[config.mk]
export PLATFORM = sky130hd
export DESIGN_NAME = conv_spad_ctrl
export DESIGN_NICKNAME = d
export VERILOG_FILES = /design/src/rtl/conv_spad_ctrl.sv
export SDC_FILE = /design/constraint.sdc
export NUM_CORES = 1
export LEC_CHECK = 0
export CELL_PAD_IN_SITES_DETAIL_PLACEMENT = 1
export CELL_PAD_IN_SITES_GLOBAL_PLACEMENT = 1
export CORE_MARGIN = 3
export CORE_UTILIZATION = 35
export CTS_CLUSTER_DIAMETER = 30
export CTS_CLUSTER_SIZE = 10
export DETAILED_ROUTE_END_ITERATION = 6
export PLACE_DENSITY_LB_ADDON = 0.1
export SYNTH_ARGS = -nofsm -noshare
export SYNTH_HDL_FRONTEND = slang
export SYNTH_SLANG_ARGS = --single-unit
[constraint.sdc]
create_clock -name clk -period 2.6 [get_ports clk]
set_clock_uncertainty 0.2 [all_clocks]
set_input_delay 0.52 -clock clk [delete_from_list [all_inputs] [get_ports clk]]
set_output_delay 0.52 -clock clk [all_outputs]
set_load 0.02 [all_outputs]
[src/rtl/conv_spad_ctrl.sv]
// Sequencer for one PE's ifmap scratchpad: fills the shift-register FIFO to the
// filter length, then walks every stride-1 window issuing read selects and MAC strobes.
module conv_spad_ctrl #(
  parameter int ADDR_WIDTH = 3,
  parameter int DATA_WIDTH = 16,
  parameter int LEN_WIDTH  = 16
) (
  input  logic                  clk,
  input  logic                  rstb,
  input  logic                  start,
  input  logic [ADDR_WIDTH:0]   cfg_filter_len,
  input  logic [LEN_WIDTH-1:0]  cfg_row_len,
  input  logic                  in_valid,
  input  logic [DATA_WIDTH-1:0] in_data,
  output logic                  in_ready,
  output logic                  fifo_load_enable,
  output logic [DATA_WIDTH-1:0] fifo_value_in,
  output logic [ADDR_WIDTH-1:0] fifo_reg_select,
  output logic [ADDR_WIDTH-1:0] weight_select,
  output logic                  mac_en,
  output logic                  mac_first,
  output logic                  mac_last,
  output logic                  busy,
  output logic                  done,
  output logic                  cfg_err
);

  localparam int DEPTH = 2 ** ADDR_WIDTH;
  localparam int SW    = ADDR_WIDTH + 1;

  typedef enum logic [2:0] {
    ST_IDLE,
    ST_FILL,
    ST_COMPUTE,
    ST_SHIFT,
    ST_DONE
  } state_t;

  state_t                 state;
  logic [SW-1:0]          s_len;
  logic [SW-1:0]          fill_cnt;
  logic [LEN_WIDTH-1:0]   w_len;
  logic [LEN_WIDTH-1:0]   consumed;
  logic [ADDR_WIDTH-1:0]  tap;
  logic [SW-1:0]          s_m1;
  logic                   handshake;
  logic                   cfg_bad;

  assign in_ready         = (state == ST_FILL) || (state == ST_SHIFT);
  assign handshake        = in_valid & in_ready;
  assign fifo_load_enable = handshake;
  assign fifo_value_in    = in_data;
  assign busy             = (state != ST_IDLE);
  assign weight_select    = tap;
  assign s_m1             = s_len - SW'(1);

  assign cfg_bad = (cfg_filter_len == '0) ||
                   (cfg_filter_len > SW'(DEPTH)) ||
                   (cfg_row_len < LEN_WIDTH'(cfg_filter_len));

  // Window taps run oldest-first: memory[0] holds the newest sample, so the
  // read select counts down from S-1 while the weight index counts up from 0.
  always_ff @(posedge clk or negedge rstb) begin
    if (!rstb) begin
      state           <= ST_IDLE;
      s_len           <= '0;
      w_len           <= '0;
      fill_cnt        <= '0;
      consumed        <= '0;
      tap             <= '0;
      fifo_reg_select <= '0;
      mac_en          <= 1'b0;
      mac_first       <= 1'b0;
      mac_last        <= 1'b0;
      done            <= 1'b0;
      cfg_err         <= 1'b0;
    end else begin
      // NOTE: non-blocking assignments throughout, so every branch below reads
      // the pre-edge values of the state and counters.
      done    <= 1'b0;
      cfg_err <= 1'b0;
      case (state)
        ST_IDLE: begin
          if (start) begin
            if (cfg_bad) begin
              cfg_err <= 1'b1;
            end else begin
              s_len    <= cfg_filter_len;
              w_len    <= cfg_row_len;
              fill_cnt <= '0;
              consumed <= '0;
              tap      <= '0;
              state    <= ST_FILL;
            end
          end
        end

        ST_FILL: begin
          if (handshake) begin
            fill_cnt <= fill_cnt + SW'(1);
            consumed <= consumed + LEN_WIDTH'(1);
            if (fill_cnt == s_m1) begin
              state           <= ST_COMPUTE;
              tap             <= '0;
              fifo_reg_select <= s_m1[ADDR_WIDTH-1:0];
              mac_en          <= 1'b1;
              mac_first       <= 1'b1;
              mac_last        <= (s_len == SW'(1));
            end
          end
        end

        ST_COMPUTE: begin
          if ({1'b0, tap} == s_m1) begin
            tap             <= '0;
            fifo_reg_select <= '0;
            mac_en          <= 1'b0;
            mac_first       <= 1'b0;
            mac_last        <= 1'b0;
            if (consumed == w_len) begin
              state <= ST_DONE;
              done  <= 1'b1;
            end else begin
              state <= ST_SHIFT;
            end
          end else begin
            tap             <= tap + ADDR_WIDTH'(1);
            fifo_reg_select <= fifo_reg_select - ADDR_WIDTH'(1);
            mac_first       <= 1'b0;
            mac_last        <= (({1'b0, tap} + SW'(1)) == s_m1);
          end
        end

        ST_SHIFT: begin
          if (handshake) begin
            consumed        <= consumed + LEN_WIDTH'(1);
            state           <= ST_COMPUTE;
            tap             <= '0;
            fifo_reg_select <= s_m1[ADDR_WIDTH-1:0];
            mac_en          <= 1'b1;
            mac_first       <= 1'b1;
            mac_last        <= (s_len == SW'(1));
          end
        end

        ST_DONE: state <= ST_IDLE;

        default: state <= ST_IDLE;
      endcase
    end
  end

endmodule

==> metrics.md <==
| Metric | Value |
|---|---|
| Vias/cell | 5.07 |
| Die X-Extent | 100 um |
| Mean Syn Cell Area | 10.2 um^2 |
| Seq cells post-synth | 54 |
| Cell count after placement | 463 |
| GP Congestion | 0.763 |
| RSZ-0062 raised after global routing | false |
| CTS tree | yes |
| Core Footprint | 8420 um^2 |
| Startpoint class of the critical path | input port |
| CP Cell Sequence | clkdlybuf4s15_1, or4_4, a2111oi_4, o2111ai_2, and4_4, buf_12, mux2_4 |
| Max-cap violations | 0 |
| Synth async-reset ratio | 100% |
| Synth area leader | dfrtp_1 |
| Buffers & Inverters on Critical Path | 2 |
| Initial DRC count | 78 |
| Min cycle time layout | 2500 ps |
| # port buffers | 37 |
| Worst reg2reg path startpoint | s_len[0]$_DFFE_PN0P_ |
| Final Instance Area | 4020 um^2 |
| Number of synthesized flops with an enable pin | 0 |
| H-tree Lvls | 2 |
| Critical path origin | cfg_row_len[10] |
| Die area | 10000 um^2 |
| Non-filler cells, final | 475 |
| Syn Std Cell Area | 3110 um^2 |
| Row count | 33 |
| Syn Inst Count | 304 |
| Area grow syn2layout | 29.3% |
| Worst-skew pair later-pin latency | 300 ps |
| Synth area leaders | dfrtp_1 44%, xnor2_1 8.2%, mux2_4 7.7% |
| Final Max Tran Viols | 0 |
| Final hold violations | 0 |
| Clock transition at path regs | 100 ps |
| First-pass detailed-route iteration total | 4 |
| FMAX | 400 MHz |
| Via count of the first global-routing pass | 2513 |
| Hold Crit Class | input port to async pin |
| Yosys warns | 0 |
| Grt total ovfl | 0 |
| Worst-Margin Slew | 417 ps |
| Synth cell types | 44 |
| WL per Instance | 17.4 um |
| Num CTS Buffers | 5 |
| N_diodes | 0 |
| Die height | 100 um |
| VDD IR max | 0.000306 V |
| Setup violators final | 0 |
| Filler instances | 970 |
| Root Buffer | clkbuf_8 |
| Global-route wire length before repair | 13.2 mm |
| Dpl hpwl | 6.10 mm |
| Max incr delay on CP | 560 ps |
| Clock buffer depth | 2 |
| Routed wire length | 8.28 mm |
| Critical Path RT | 2590 ps |
| Layout cell share with drive strength beyond 1 | 23.2% |
| Top delay family on crit path | simple AND/OR/NAND/NOR gates |
| Top-area cell type share of the netlist area | 43.5% |
| Initial antenna violation count | 0 |
| Worst path slowest cell | or4_4 |
| CP Capture Type | flop |
| Clock sinks | 54 |
| Pwr/cell area | 914 nW/um^2 |
| Post-route ant nets | 0 |
| Final Cycle Share | 96.2% |
| Most used DFF post-synth | dfrtp_1 |
| Setup TNS | 0 ps |
| Starting Density | 36.9% |
| Nets@finish | 419 |
| Kind of critical path | input port to flop |
| I/O pin cnt | 70 |
| Via Count | 2406 |
| Syn Nets | 353 |
| Largest net degree at the start of global routing | 55 |
| Gr usage total | 16.7% |
| Crit-path max FO | 6 |
| CP arrival | 2490 ps |
| Status | complete, no violations |
| Max_slew headroom | 72.0% |
| Sequential area share after synthesis | 43.5% |
| Area of placed instances | 3780 um^2 |
| Drc violations | 0 |
| # hold bufs at CTS | 0 |
| Static Leak | 1.83 nW |
==> flip-flops by register name, summed over array words and instances (netlist names) <==
name             count
consumed            16
w_len               16
fill_cnt             4
s_len                4
fifo_reg_select      3
state                3
weight_select        3
cfg_err              1
done                 1
mac_en               1
mac_first            1
mac_last             1
==> cells by family after synthesis <==
logic type	after synthesis	share of synthesized area, %
and+or+nand+nor	101	16.0
DFF	54	43.5
xor gates and xnor gates	42	11.8
buffers and inverters	42	7.78
AOI/OAI and AO/OA	35	7.74
muxes	21	9.55
adders and majority gates	9	3.63
==> worst paths after layout <==
check	endpoint	slack [ps]	cells after the start
max in group asynchronous	consumed[4]$_DFFE_PN0P_	1950	2
setup reg to reg	mac_last$_DFFE_PN0P_	150	9
min in group clk	mac_first$_DFFE_PN0P_	310	2
setup / recovery	w_len[1]$_DFFE_PN0P_	100	7
hold / removal	weight_select[1]$_DFFE_PN0P_	2	2
hold reg to reg	mac_first$_DFFE_PN0P_	310	2
==> what timing repair did <==
item | 4_1_cts | 5_1_grt
setup endpoints to repair | 32 | 32
pin swaps | 4 | 5
cloned | 0 | 3
buffers inserted | 1 | 1
resized for setup | 10 | 17
==> metal layers <==
layer / share of wire, % / up-vias / GRT usage (%) / routed length, um
met5: 0 / - / 0 / 0
met4: 1.1 / 0 / 3.63 / 91
met3: 3.3 / 13 / 2.43 / 272
met2: 50 / 43 / 29.2 / 4110
met1: 46 / 1187 / 22.1 / 3800
li1: - / 1163 / - / -
==> cells in the final DEF, fill, tap and decap left out, types with 3 or more instances in the layout <==
master           netlist  routed
dfrtp_1               54      54
buf_4                 16      40
xnor2_1               29      29
nor2_1                26      26
clkdlybuf4s50_1        0      26
nand2_1               22      22
inv_1                 16      16
mux2_4                16      16
xor2_1                13      13
nor3_1                13      12
nand3_1               10      10
o21ai_0               10       8
ha_1                   9       8
nand4_1                7       7
a21oi_1                7       6
dlymetal6s2s_1         0       6
mux2_2                 5       5
and3_1                 5       5
clkbuf_8               0       5
nand2b_1               3       3
nor4_1                 4       3
buf_12                 0       3
==> cell usage after synthesis (all sizes together), types with 2 or more instances <==
master,instances
a31oi,3
clkbuf,6
xor2,13
nor4,4
inv,16
mux2,21
o21a,2
or3,2
buf,20
nand4,7
o221ai,2
nor3b,2
nand3,10
nand2b,3
xnor2,29
a21oi,7
dfrtp,54
o21ai,10
nand2,22
ha,9
and3,5
nor2,26
nor3,13
==> metrics by stage <==
stage / util, % / hold WS [ps] / worst slack, ps / power, W
after floorplan: - / 24.4 / 81.9 / 0.00254
after global placement: 44.9 / 263 / -439 / 0.00317
after detailed placement: 44.9 / 295 / -492 / 0.00324
after CTS: 46.3 / 10.9 / 14.6 / 0.00371
after global routing: 47.7 / 21.4 / 5.00 / 0.00395
final: 47.7 / 1.75 / 99.2 / 0.00367
==> where the power goes <==
| group | internal [W] | switching [W] |
|---|---|---|
| Combinational | 0.000986 | 0.000807 |
| Clock | 0.000187 | 0.000270 |
| Sequential | 0.00112 | 0.000305 |
==> area by class of cell <==
| type | count | area, um^2 | area share, % |
|---|---|---|---|
| multi-input combinational | 209 | 1580 | 39.4 |
| sequential | 54 | 1350 | 33.6 |
| timing repair buffer | 84 | 815 | 20.3 |
| tap | 105 | 131 | 3.27 |
| clock buffer | 7 | 76.3 | 1.90 |
| inverter | 16 | 60.1 | 1.50 |
Note: power is estimated with default switching activity, not from simulation.
==> RTL change (config.mk and constraints unchanged) <==
Change the parameter `DATA_WIDTH` from 16 to 14.
--- a/src/rtl/conv_spad_ctrl.sv
+++ b/src/rtl/conv_spad_ctrl.sv
@@ -2,7 +2,7 @@
 // filter length, then walks every stride-1 window issuing read selects and MAC strobes.
 module conv_spad_ctrl #(
   parameter int ADDR_WIDTH = 3,
-  parameter int DATA_WIDTH = 16,
+  parameter int DATA_WIDTH = 14,
   parameter int LEN_WIDTH  = 16
 ) (
   input  logic                  clk,
Ports: changed (resized fifo_value_in and in_data); port bits go from 70 to 66. The function was not compared with the original's and may differ.
==> RTL change against the unedited design <==
Sequential cell count unchanged. Worst setup slack worse by 0.018 ns. Hold slack worse by 0.0014 ns. Area after synthesis down 0.48%. Core utilization down 0.53 points. Global-route usage down 0.35 points. Final area down 1.6%. Final cell count down 1.1%. Critical path depth down 1. Wire length down 5.8%. Power up 1.7%. Largest cell class unchanged. Largest power group unchanged.
==> RTL change: results (changes against the unedited design) <==
worst_setup_path:
  crit_end: "consumed[6]"
  launch_point_of_the_worst_path: "cfg_row_len[15]"
  timing.critical_path.arrival_ns: 2.51  # +0.02 ns
  endpoint_of_the_worst_register_to_register_path: "fifo_reg_select[1]"
  worst_r2r_path_depth: 10  # +1
  critical_path_peak_fanout: 7  # +1
routing:
  num_vias: 2342  # -2.7%
  wirelength_mm: 7.80  # -5.8%
  drt-met1-wl_mm: 3.48  # -8.5%
  routed_wl_met3_um: 229  # -16%
  routed_wire_length_per_instance_um: 16.6  # -4.8%
  first_iter_violations: 66  # -15%
  wl_met2_mm: 4.05  # -1.5%
grt:
  grt_use_total_pct: 16.4  # -0.35 points
  grt_pass1_wl_mm: 12.9  # -2.3%
  vias_in_the_first_global_route: 2529  # +0.64%
  pin_count_of_the_biggest_net_entering_global_routing: 33  # -40%
  antenna_found_initial: 0  # unchanged
sta:
  whs_ns: 0.000343  # -0.00141 ns
  maxSlewHeadroom_pct: 62.0  # -10 points
  final_period_minus_worst_setup_slack_ns: 2.52  # +0.0178 ns
final_layout:
  final_net_count: 411  # -1.9%
  layout-drive-gt1-share_pct: 22.7  # -0.50 points
synth:
  synth_nets: 349  # -1.1%
  netlist_top_cells_area: "sky130_fd_sc_hd__dfrtp_1 44%, sky130_fd_sc_hd__xnor2_1 8.2%, sky130_fd_sc_hd__mux2_4 7.8%, sky130_fd_sc_hd__xor2_1 3.7%, sky130_fd_sc_hd__ha_1 3.6%"
  post_synth.cell_area_avg_um2: 10.2  # +0.18%
  synth_seq_area_share_pct: 43.7  # +0.21 points
placed_design:
  post-dp-hpwl_mm: 5.99  # -1.8%
  placed_cells: 458  # -1.1%
  detailed_place.area_um2: 3730  # -1.3%
  place_worst_setup_slack_ns: -0.570  # -0.0783 ns
  place.gp.congestion: 0.713  # -6.6%
pwr:
  vdd_drop_max_v: 0.000297  # -2.9%
  p_leak_nw: 1.77  # -3.4%
status:
  outcome: "finished clean"
[RTL change: per-layer routing]
metal / up-vias / GRT usage (%)
met5: - / 0
met2: 35 / 29.9
met1: 1157 / 20.5
met3: 2 / 2.71
met4: 0 / 2.84
li1: 1148 / -
[RTL change: cell type report]
type,instances,area [µm²]
inverters,16,60.1
repair buffers,79,727
flip-flops and latches,54,1350
clock buffers,8,110
well taps,105,131
multi-input cells,208,1570
fillers,944,4430
[RTL change: kinds of logic (layout without fill, tap and decap cells)]
group / after synthesis / count (layout) / share of synthesized area, %
simple gates: 101 / 101 / 16.0
flops: 54 / 54 / 43.7
xor+xnor: 42 / 42 / 11.9
buf+inv: 40 / 103 / 7.33
compound gates: 35 / 35 / 7.77
mux: 21 / 21 / 9.59
fa+ha+maj: 9 / 9 / 3.64
[RTL change: power groups by stage]
stage | combinational, mW | clock, mW | sequential [mW]
after global placement | 1.73 | 0 | 1.43
after detailed placement | 1.78 | 0 | 1.43
after global routing | 1.94 | 0.604 | 1.46
final | 1.76 | 0.557 | 1.41
after floorplan | 1.12 | 0 | 1.41
after CTS | 1.79 | 0.571 | 1.42
[RTL change: repair_timing]
| action | in CTS | in global routing |
|---|---|---|
| gates resized for setup | 24 | 5 |
| setup endpoints to repair | 45 | 13 |
| buffers inserted | 2 | 1 |
| pin swaps | 6 | 4 |
| cloned | 1 | 0 |
[RTL change: worst max-delay path, cell delays in order]
cell and delay [ns]:
sky130_fd_sc_hd__clkdlybuf4s50_1 0.43, sky130_fd_sc_hd__nor4_1 0.50, sky130_fd_sc_hd__o2111ai_2 0.26, sky130_fd_sc_hd__and4_4 0.27, sky130_fd_sc_hd__o2111a_1 0.26, sky130_fd_sc_hd__a211o_1 0.27
